[src/rtl/cby_io_cfgchain_param_if.sv]
// Signal bundle for the Y-channel IO connection block: config chain, tracks, grid pins and pad.
// The master side drives the block's inputs; the slave side is the block itself.
interface cby_io_cfgchain_param_if #(
   parameter int CHAN_W = 20,
   parameter int N_IPIN = 4
);
   logic              cfg_en;
   logic              ccff_head;
   logic              ccff_tail;
   logic              cfg_done;
   logic              cfg_err;
   logic [CHAN_W-1:0] chany_bottom_in;
   logic [CHAN_W-1:0] chany_top_in;
   logic [CHAN_W-1:0] chany_top_out;
   logic [CHAN_W-1:0] chany_bottom_out;
   logic [N_IPIN-1:0] ipin_out;
   logic              io_outpad;
   logic              io_inpad;
   logic              gfpga_pad_IN;
   logic              gfpga_pad_OUT;
   logic              gfpga_pad_DIR;

   modport master (
      output cfg_en, ccff_head, chany_bottom_in, chany_top_in, io_outpad, gfpga_pad_IN,
      input  ccff_tail, cfg_done, cfg_err, chany_top_out, chany_bottom_out, ipin_out,
             io_inpad, gfpga_pad_OUT, gfpga_pad_DIR
   );

   modport slave (
      input  cfg_en, ccff_head, chany_bottom_in, chany_top_in, io_outpad, gfpga_pad_IN,
      output ccff_tail, cfg_done, cfg_err, chany_top_out, chany_bottom_out, ipin_out,
             io_inpad, gfpga_pad_OUT, gfpga_pad_DIR
   );
endinterface

[src/rtl/cby_io_cfgchain_param.sv]
// Y-channel connection block with one IO cell, configured over a scan chain.
// Selects come from a shadow register that only updates when a load has exactly CFG_BITS bits.
module cby_io_cfgchain_param #(
   parameter int CHAN_W   = 20,
   parameter int N_IPIN   = 4,
   parameter int MUX_SIZE = 10,
   parameter int STRIDE   = 3
) (
   input  logic                     prog_clk,
   input  logic                     pReset_n,
   cby_io_cfgchain_param_if.slave   bus
);
   localparam int SEL_W    = $clog2(MUX_SIZE);
   localparam int CFG_BITS = N_IPIN * SEL_W + 1;
   localparam int CNT_W    = $clog2(CFG_BITS + 2);
   localparam int MUX_PAD  = 1 << SEL_W;

   typedef enum logic [1:0] {
      IDLE   = 2'd0,
      SHIFT  = 2'd1,
      COMMIT = 2'd2
   } state_t;

   state_t               state_q;
   state_t               state_d;
   logic                 do_shift;
   logic                 start_load;
   logic                 do_commit;
   logic [CFG_BITS-1:0]  sr;
   logic [CFG_BITS-1:0]  sh;
   logic [CNT_W-1:0]     cnt;
   logic                 cfg_done_q;
   logic                 cfg_err_q;
   logic                 io_dir;

   always_ff @(posedge prog_clk or negedge pReset_n) begin
      if (!pReset_n) state_q <= IDLE;
      else           state_q <= state_d;
   end

   // The first bit is shifted in the same cycle IDLE leaves for SHIFT.
   always_comb begin
      state_d    = state_q;
      do_shift   = 1'b0;
      start_load = 1'b0;
      do_commit  = 1'b0;
      case (state_q)
         IDLE: begin
            if (bus.cfg_en) begin
               do_shift   = 1'b1;
               start_load = 1'b1;
               state_d    = SHIFT;
            end
         end
         SHIFT: begin
            if (bus.cfg_en) do_shift = 1'b1;
            else            state_d  = COMMIT;
         end
         COMMIT: begin
            do_commit = 1'b1;
            state_d   = IDLE;
         end
         default: state_d = IDLE;
      endcase
   end

   always_ff @(posedge prog_clk or negedge pReset_n) begin
      if (!pReset_n) begin
         sr         <= '0;
         sh         <= '0;
         cnt        <= '0;
         cfg_done_q <= 1'b0;
         cfg_err_q  <= 1'b0;
      end else begin
         if (do_shift) sr <= {sr[CFG_BITS-2:0], bus.ccff_head};
         if (start_load) begin
            cnt        <= CNT_W'(1);
            cfg_done_q <= 1'b0;
            cfg_err_q  <= 1'b0;
         end else if (do_shift && cnt != CNT_W'(CFG_BITS + 1)) begin
            cnt <= cnt + 1'b1;
         end
         // Short or overlong loads leave the live configuration untouched.
         if (do_commit) begin
            if (cnt == CNT_W'(CFG_BITS)) begin
               sh         <= sr;
               cfg_done_q <= 1'b1;
            end else begin
               cfg_err_q <= 1'b1;
            end
         end
      end
   end

   assign bus.ccff_tail = sr[CFG_BITS-1];
   assign bus.cfg_done  = cfg_done_q;
   assign bus.cfg_err   = cfg_err_q;

   assign bus.chany_top_out    = bus.chany_bottom_in;
   assign bus.chany_bottom_out = bus.chany_top_in;

   // Mux inputs are padded to a power of two with zeros so out-of-range selects drive 0.
   for (genvar i = 0; i < N_IPIN; i++) begin : g_ipin
      logic [MUX_PAD-1:0] mux_in;
      logic [SEL_W-1:0]   sel;
      assign sel = sh[SEL_W*i +: SEL_W];
      for (genvar k = 0; k < MUX_PAD; k++) begin : g_in
         if (k >= MUX_SIZE) begin : g_pad
            assign mux_in[k] = 1'b0;
         end else if (k % 2 == 0) begin : g_bot
            assign mux_in[k] = bus.chany_bottom_in[(2*i + (k/2)*STRIDE) % CHAN_W];
         end else begin : g_top
            assign mux_in[k] = bus.chany_top_in[(2*i + (k/2)*STRIDE) % CHAN_W];
         end
      end
      assign bus.ipin_out[i] = mux_in[sel];
   end

   assign io_dir            = sh[CFG_BITS-1];
   assign bus.gfpga_pad_DIR = io_dir;
   assign bus.gfpga_pad_OUT = io_dir ? 1'b0 : bus.io_outpad;
   assign bus.io_inpad      = io_dir ? bus.gfpga_pad_IN : 1'b0;

endmodule

[src/flat_wrapper.sv]
// flat-port wrapper written by rule: the top's interface ports become plain ports
module cby_io_cfgchain_param_flat 
#(
   parameter int CHAN_W   = 20,
   parameter int N_IPIN   = 4,
   parameter int MUX_SIZE = 10,
   parameter int STRIDE   = 3
)
  (prog_clk, pReset_n, bus_cfg_en, bus_ccff_head, bus_chany_bottom_in, bus_chany_top_in, bus_io_outpad, bus_gfpga_pad_IN, bus_ccff_tail, bus_cfg_done, bus_cfg_err, bus_chany_top_out, bus_chany_bottom_out, bus_ipin_out, bus_io_inpad, bus_gfpga_pad_OUT, bus_gfpga_pad_DIR);
  cby_io_cfgchain_param_if #(.CHAN_W(CHAN_W), .N_IPIN(N_IPIN)) bus_i ();
  input  logic prog_clk;
  input  logic pReset_n;
  input wire logic [$bits(bus_i.cfg_en)-1:0] bus_cfg_en;
  input wire logic [$bits(bus_i.ccff_head)-1:0] bus_ccff_head;
  input wire logic [$bits(bus_i.chany_bottom_in)-1:0] bus_chany_bottom_in;
  input wire logic [$bits(bus_i.chany_top_in)-1:0] bus_chany_top_in;
  input wire logic [$bits(bus_i.io_outpad)-1:0] bus_io_outpad;
  input wire logic [$bits(bus_i.gfpga_pad_IN)-1:0] bus_gfpga_pad_IN;
  output wire logic [$bits(bus_i.ccff_tail)-1:0] bus_ccff_tail;
  output wire logic [$bits(bus_i.cfg_done)-1:0] bus_cfg_done;
  output wire logic [$bits(bus_i.cfg_err)-1:0] bus_cfg_err;
  output wire logic [$bits(bus_i.chany_top_out)-1:0] bus_chany_top_out;
  output wire logic [$bits(bus_i.chany_bottom_out)-1:0] bus_chany_bottom_out;
  output wire logic [$bits(bus_i.ipin_out)-1:0] bus_ipin_out;
  output wire logic [$bits(bus_i.io_inpad)-1:0] bus_io_inpad;
  output wire logic [$bits(bus_i.gfpga_pad_OUT)-1:0] bus_gfpga_pad_OUT;
  output wire logic [$bits(bus_i.gfpga_pad_DIR)-1:0] bus_gfpga_pad_DIR;
  assign bus_i.cfg_en = bus_cfg_en;
  assign bus_i.ccff_head = bus_ccff_head;
  assign bus_i.chany_bottom_in = bus_chany_bottom_in;
  assign bus_i.chany_top_in = bus_chany_top_in;
  assign bus_i.io_outpad = bus_io_outpad;
  assign bus_i.gfpga_pad_IN = bus_gfpga_pad_IN;
  assign bus_ccff_tail = bus_i.ccff_tail;
  assign bus_cfg_done = bus_i.cfg_done;
  assign bus_cfg_err = bus_i.cfg_err;
  assign bus_chany_top_out = bus_i.chany_top_out;
  assign bus_chany_bottom_out = bus_i.chany_bottom_out;
  assign bus_ipin_out = bus_i.ipin_out;
  assign bus_io_inpad = bus_i.io_inpad;
  assign bus_gfpga_pad_OUT = bus_i.gfpga_pad_OUT;
  assign bus_gfpga_pad_DIR = bus_i.gfpga_pad_DIR;
  cby_io_cfgchain_param #(.CHAN_W(CHAN_W), .N_IPIN(N_IPIN), .MUX_SIZE(MUX_SIZE), .STRIDE(STRIDE)) u_core (.prog_clk(prog_clk), .pReset_n(pReset_n), .bus(bus_i));
endmodule
[config.mk]
export PLATFORM = sky130hd
export DESIGN_NAME = cby_io_cfgchain_param_flat
export DESIGN_NICKNAME = d
export VERILOG_FILES = /design/src/rtl/cby_io_cfgchain_param_if.sv /design/src/rtl/cby_io_cfgchain_param.sv /design/src/flat_wrapper.sv
export SDC_FILE = /design/constraint.sdc
export NUM_CORES = 1
export LEC_CHECK = 0
export CELL_PAD_IN_SITES_DETAIL_PLACEMENT = 1
export CELL_PAD_IN_SITES_GLOBAL_PLACEMENT = 2
export CORE_MARGIN = 2
export CORE_UTILIZATION = 24
export DETAILED_ROUTE_END_ITERATION = 7
export GPL_TIMING_DRIVEN = 0
export PLACE_DENSITY = 0.81
export SLEW_MARGIN = 25
export SYNTH_ARGS = -nofsm -noshare
export SYNTH_HDL_FRONTEND = slang
export SYNTH_SLANG_ARGS = --single-unit
[constraint.sdc]
create_clock -name prog_clk -period 1.5 [get_ports prog_clk]
set_input_delay 0.15 -clock prog_clk [delete_from_list [all_inputs] [get_ports prog_clk]]
set_output_delay 0.15 -clock prog_clk [all_outputs]
set_load 0.01 [all_outputs]
==> results <==
sequential cells by signal, indices dropped and copies added (netlist names):
name and flops:
u_core.cnt 5, u_core.sr 17, u_core.sh 17, u_core.bus.cfg_err 1, u_core.bus.cfg_done 1, u_core.state_q 2
critical path, stage by stage, from the launching register on:
cell	delay, ps
dfrtp_1	420
mux4_2	540
a2bb2oi_2	140
a32o_1	200
buf_2	140
final timing paths:
| check | startpoint | to | slack [ps] | cells past startpoint |
|---|---|---|---|---|
| min in group prog_clk | bus_ccff_head | u_core.sr[0]$_DFFE_PN0P_ | 460 | 3 |
| max in group asynchronous | pReset_n | u_core.state_q[1]$_DFFE_PN0P_ | 620 | 3 |
| min reg2reg | u_core.sr[3]$_DFFE_PN0P_ | u_core.sr[4]$_DFFE_PN0P_ | 510 | 2 |
| min | pReset_n | u_core.sh[16]$_DFFE_PN0P_ | 370 | 2 |
| max reg2reg | u_core.cnt[3]$_DFFE_PN0P_ | u_core.sh[7]$_DFFE_PN0P_ | 10 | 4 |
| max | u_core.sh[8]$_DFFE_PN0P_ | bus_ipin_out[2] | -380 | 4 |
stage by stage:
| stage | hold slack (ps) | util, % | total power [mW] |
|---|---|---|---|
| after floorplan | -146 | - | 1.98 |
| after global placement | 483 | 34.9 | 2.38 |
| after detailed placement | 154 | 35.1 | 2.44 |
| after CTS | 376 | 37.0 | 3.23 |
| after global routing | 414 | 37.9 | 3.47 |
| final | 370 | 37.9 | 3.26 |
cell families (layout without fill, tap and decap cells):
| group | after synthesis | after routing | share of synthesized area (%) |
|---|---|---|---|
| adders and majority gates | 3 | 3 | 1.52 |
| and+or+nand+nor | 72 | 72 | 13.6 |
| DFF | 43 | 43 | 43.5 |
| buffers and inverters | 57 | 167 | 15.1 |
| muxes | 37 | 37 | 19.6 |
| AOI/OAI and AO/OA | 21 | 21 | 6.73 |
what timing repair did:
| action | CTS | global route |
|---|---|---|
| pin swaps | 4 | 7 |
| gates resized for setup | 34 | 22 |
| gates cloned | 0 | 1 |
| setup buffers | 8 | 7 |
| endpoints found under the hold margin | 20 | 0 |
| endpoints found under the setup margin | 35 | 36 |
| hold buffers | 1 | 0 |
placed cells by master, fill, tap and decap left out, drive strengths merged, types with 3 or more instances in the layout:
| cell | synthesis | final |
|---|---|---|
| inv | 6 | 6 |
| buf | 41 | 63 |
| a31oi | 5 | 5 |
| mux2i | 9 | 9 |
| nor3b | 4 | 4 |
| a32o | 4 | 4 |
| nand2b | 3 | 3 |
| mux2 | 24 | 24 |
| nand2 | 54 | 54 |
| mux4 | 4 | 4 |
| a2bb2oi | 4 | 4 |
| clkbuf | 9 | 10 |
| nor2 | 5 | 5 |
| clkdlybuf4s50 | 0 | 80 |
| ha | 3 | 3 |
| dfrtp | 43 | 43 |
where the power goes:
group	switching [mW]	internal [mW]
logic	0.416	0.619
registers	0.179	1.34
clock network	0.388	0.325
total	0.983	2.28
cell type report:
class	count	area share (%)
plain buffers	45	8.86
clock buffers	6	1.89
clock inverters	2	0.326
inverters	7	0.717
multi-input cells	133	28.2
flip-flops and latches	43	28.1
well taps	136	4.43
repair buffers	107	27.4
per-layer routing:
layer | share of wire (%) | global-route usage [%] | vias up
met3 | 5.5 | 2.84 | 4
met4 | 1.2 | 3.48 | 0
met2 | 51 | 21.7 | 66
li1 | - | - | 968
met1 | 42 | 13.9 | 1011
met5 | 0 | 0 | -
==> flow_metrics.env <==
export IMPL_status="finished, violations left"
export IMPL_violations="setup timing"
export IMPL_die_area_mm2=0.0111
export IMPL_p_per_area_mw_per_mm2=850
export IMPL_cts_buffers_inserted=5
export IMPL_final_min_clock_period_ps=1880
export IMPL_synth_most_common_cell="nand2_1"
export IMPL_grt_usage_pct=12.0
export IMPL_io_buffer_count=89
export IMPL_fin_cells=479
export IMPL_layout_drive_gt1_share_pct=34.7
export IMPL_cts_tree="yes"
export IMPL_detailroute_via_count=2049
export IMPL_syn_area_mm2=0.00247
export IMPL_synth_cell_types=31
export IMPL_finalInstanceArea_mm2=0.00384
export IMPL_ios=96
export IMPL_dr_pass1_iters=4
export IMPL_drt_iter0_markers=42
export IMPL_diodes=0
export IMPL_slew_violations=0
export IMPL_final_net_count=391
export IMPL_grt_pass1_vias=2172
export IMPL_worstSkewPairLatency_ps=290
export IMPL_setup_tns_ps=-1370
export IMPL_yosysTopAreaCellShare_pct=43.5
export IMPL_cp_start_kind="flop"
export IMPL_die_h_um=105
export IMPL_cp_max_fo=2
export IMPL_syn_nets=282
export IMPL_ys_seq_elements=43
export IMPL_die_width_um=105
export IMPL_grt_ovfl_total=0
export IMPL_synthesis_instances=233
export IMPL_drv_cap=0
export IMPL_crit_path_end_kind="output port"
export IMPL_relSlewSlack_pct=65.1
export IMPL_synthFlopType="dfrtp_1"
export IMPL_post_place_cells=459
export IMPL_ys_warn_count=0
export IMPL_core_area_mm2=0.0101
export IMPL_rows=37
export IMPL_numClockSinks=43
export IMPL_syn_area_per_cell_um2=10.6
export IMPL_p_leak_nw=1.82
export IMPL_tightest_slew_ps=523
export IMPL_hp_class="primary input to async pin"
export IMPL_rsz0062_at_grt="true"
export IMPL_worst_setup_path_type="flop to output port"
export IMPL_netlist_top_cells_count="54 x nand2_1, 43 x dfrtp_1, 40 x buf_4"
export IMPL_drcViolationCount=0
export IMPL_place_hpwl_um=4920
export IMPL_placed_cell_area_mm2=0.00356
export IMPL_finalHoldViolations=0
export IMPL_root_buffer="clkbuf_8"
export IMPL_drtAntennaViolNets=0
export IMPL_num_fill_cells=1131
export IMPL_clkTransAtPathRegs_ps=80
export IMPL_antenna_found_initial=0
export IMPL_synth_edf_count=0
export IMPL_drt_wl_total_um=6790
export IMPL_final_seq_area_mm2=0.00108
export IMPL_wl_per_cell_um=14.2
export IMPL_crit_arrival_ps=1730
export IMPL_fin_worst_skew_ps=4.93
export IMPL_irDropWorstVdd_uv=433
export IMPL_start_util_pct=24.4
export IMPL_via_per_inst=4.28
export IMPL_grt_start_max_net_pins=24
export IMPL_ctsHtreeMaxLevel=2
export IMPL_min_period_over_period_pct=125
export IMPL_multiInputGateArea_mm2=0.00108
export IMPL_setup_viol=4
export IMPL_place_gp_congestion=0.732
export IMPL_grt_pass1_wl_um=10800
export IMPL_area_growth_pct=55.4
export IMPL_fin_ws_ps=-376
export IMPL_cp_required_ps=1350
export IMPL_synth_area_leader_cell="dfrtp_1"
export IMPL_async_flop_share_pct=100
export IMPL_ys_seq_area_share_pct=43.5
export IMPL_pre_cts_ws_ps=-617
export IMPL_fmax_ghz=0.533
export IMPL_cts_buffer_depth=2
export IMPL_yosys_top_cells_area="dfrtp_1 44%, buf_4 12%, nand2_1 8.2%"
(Power assumes the default switching activity.)
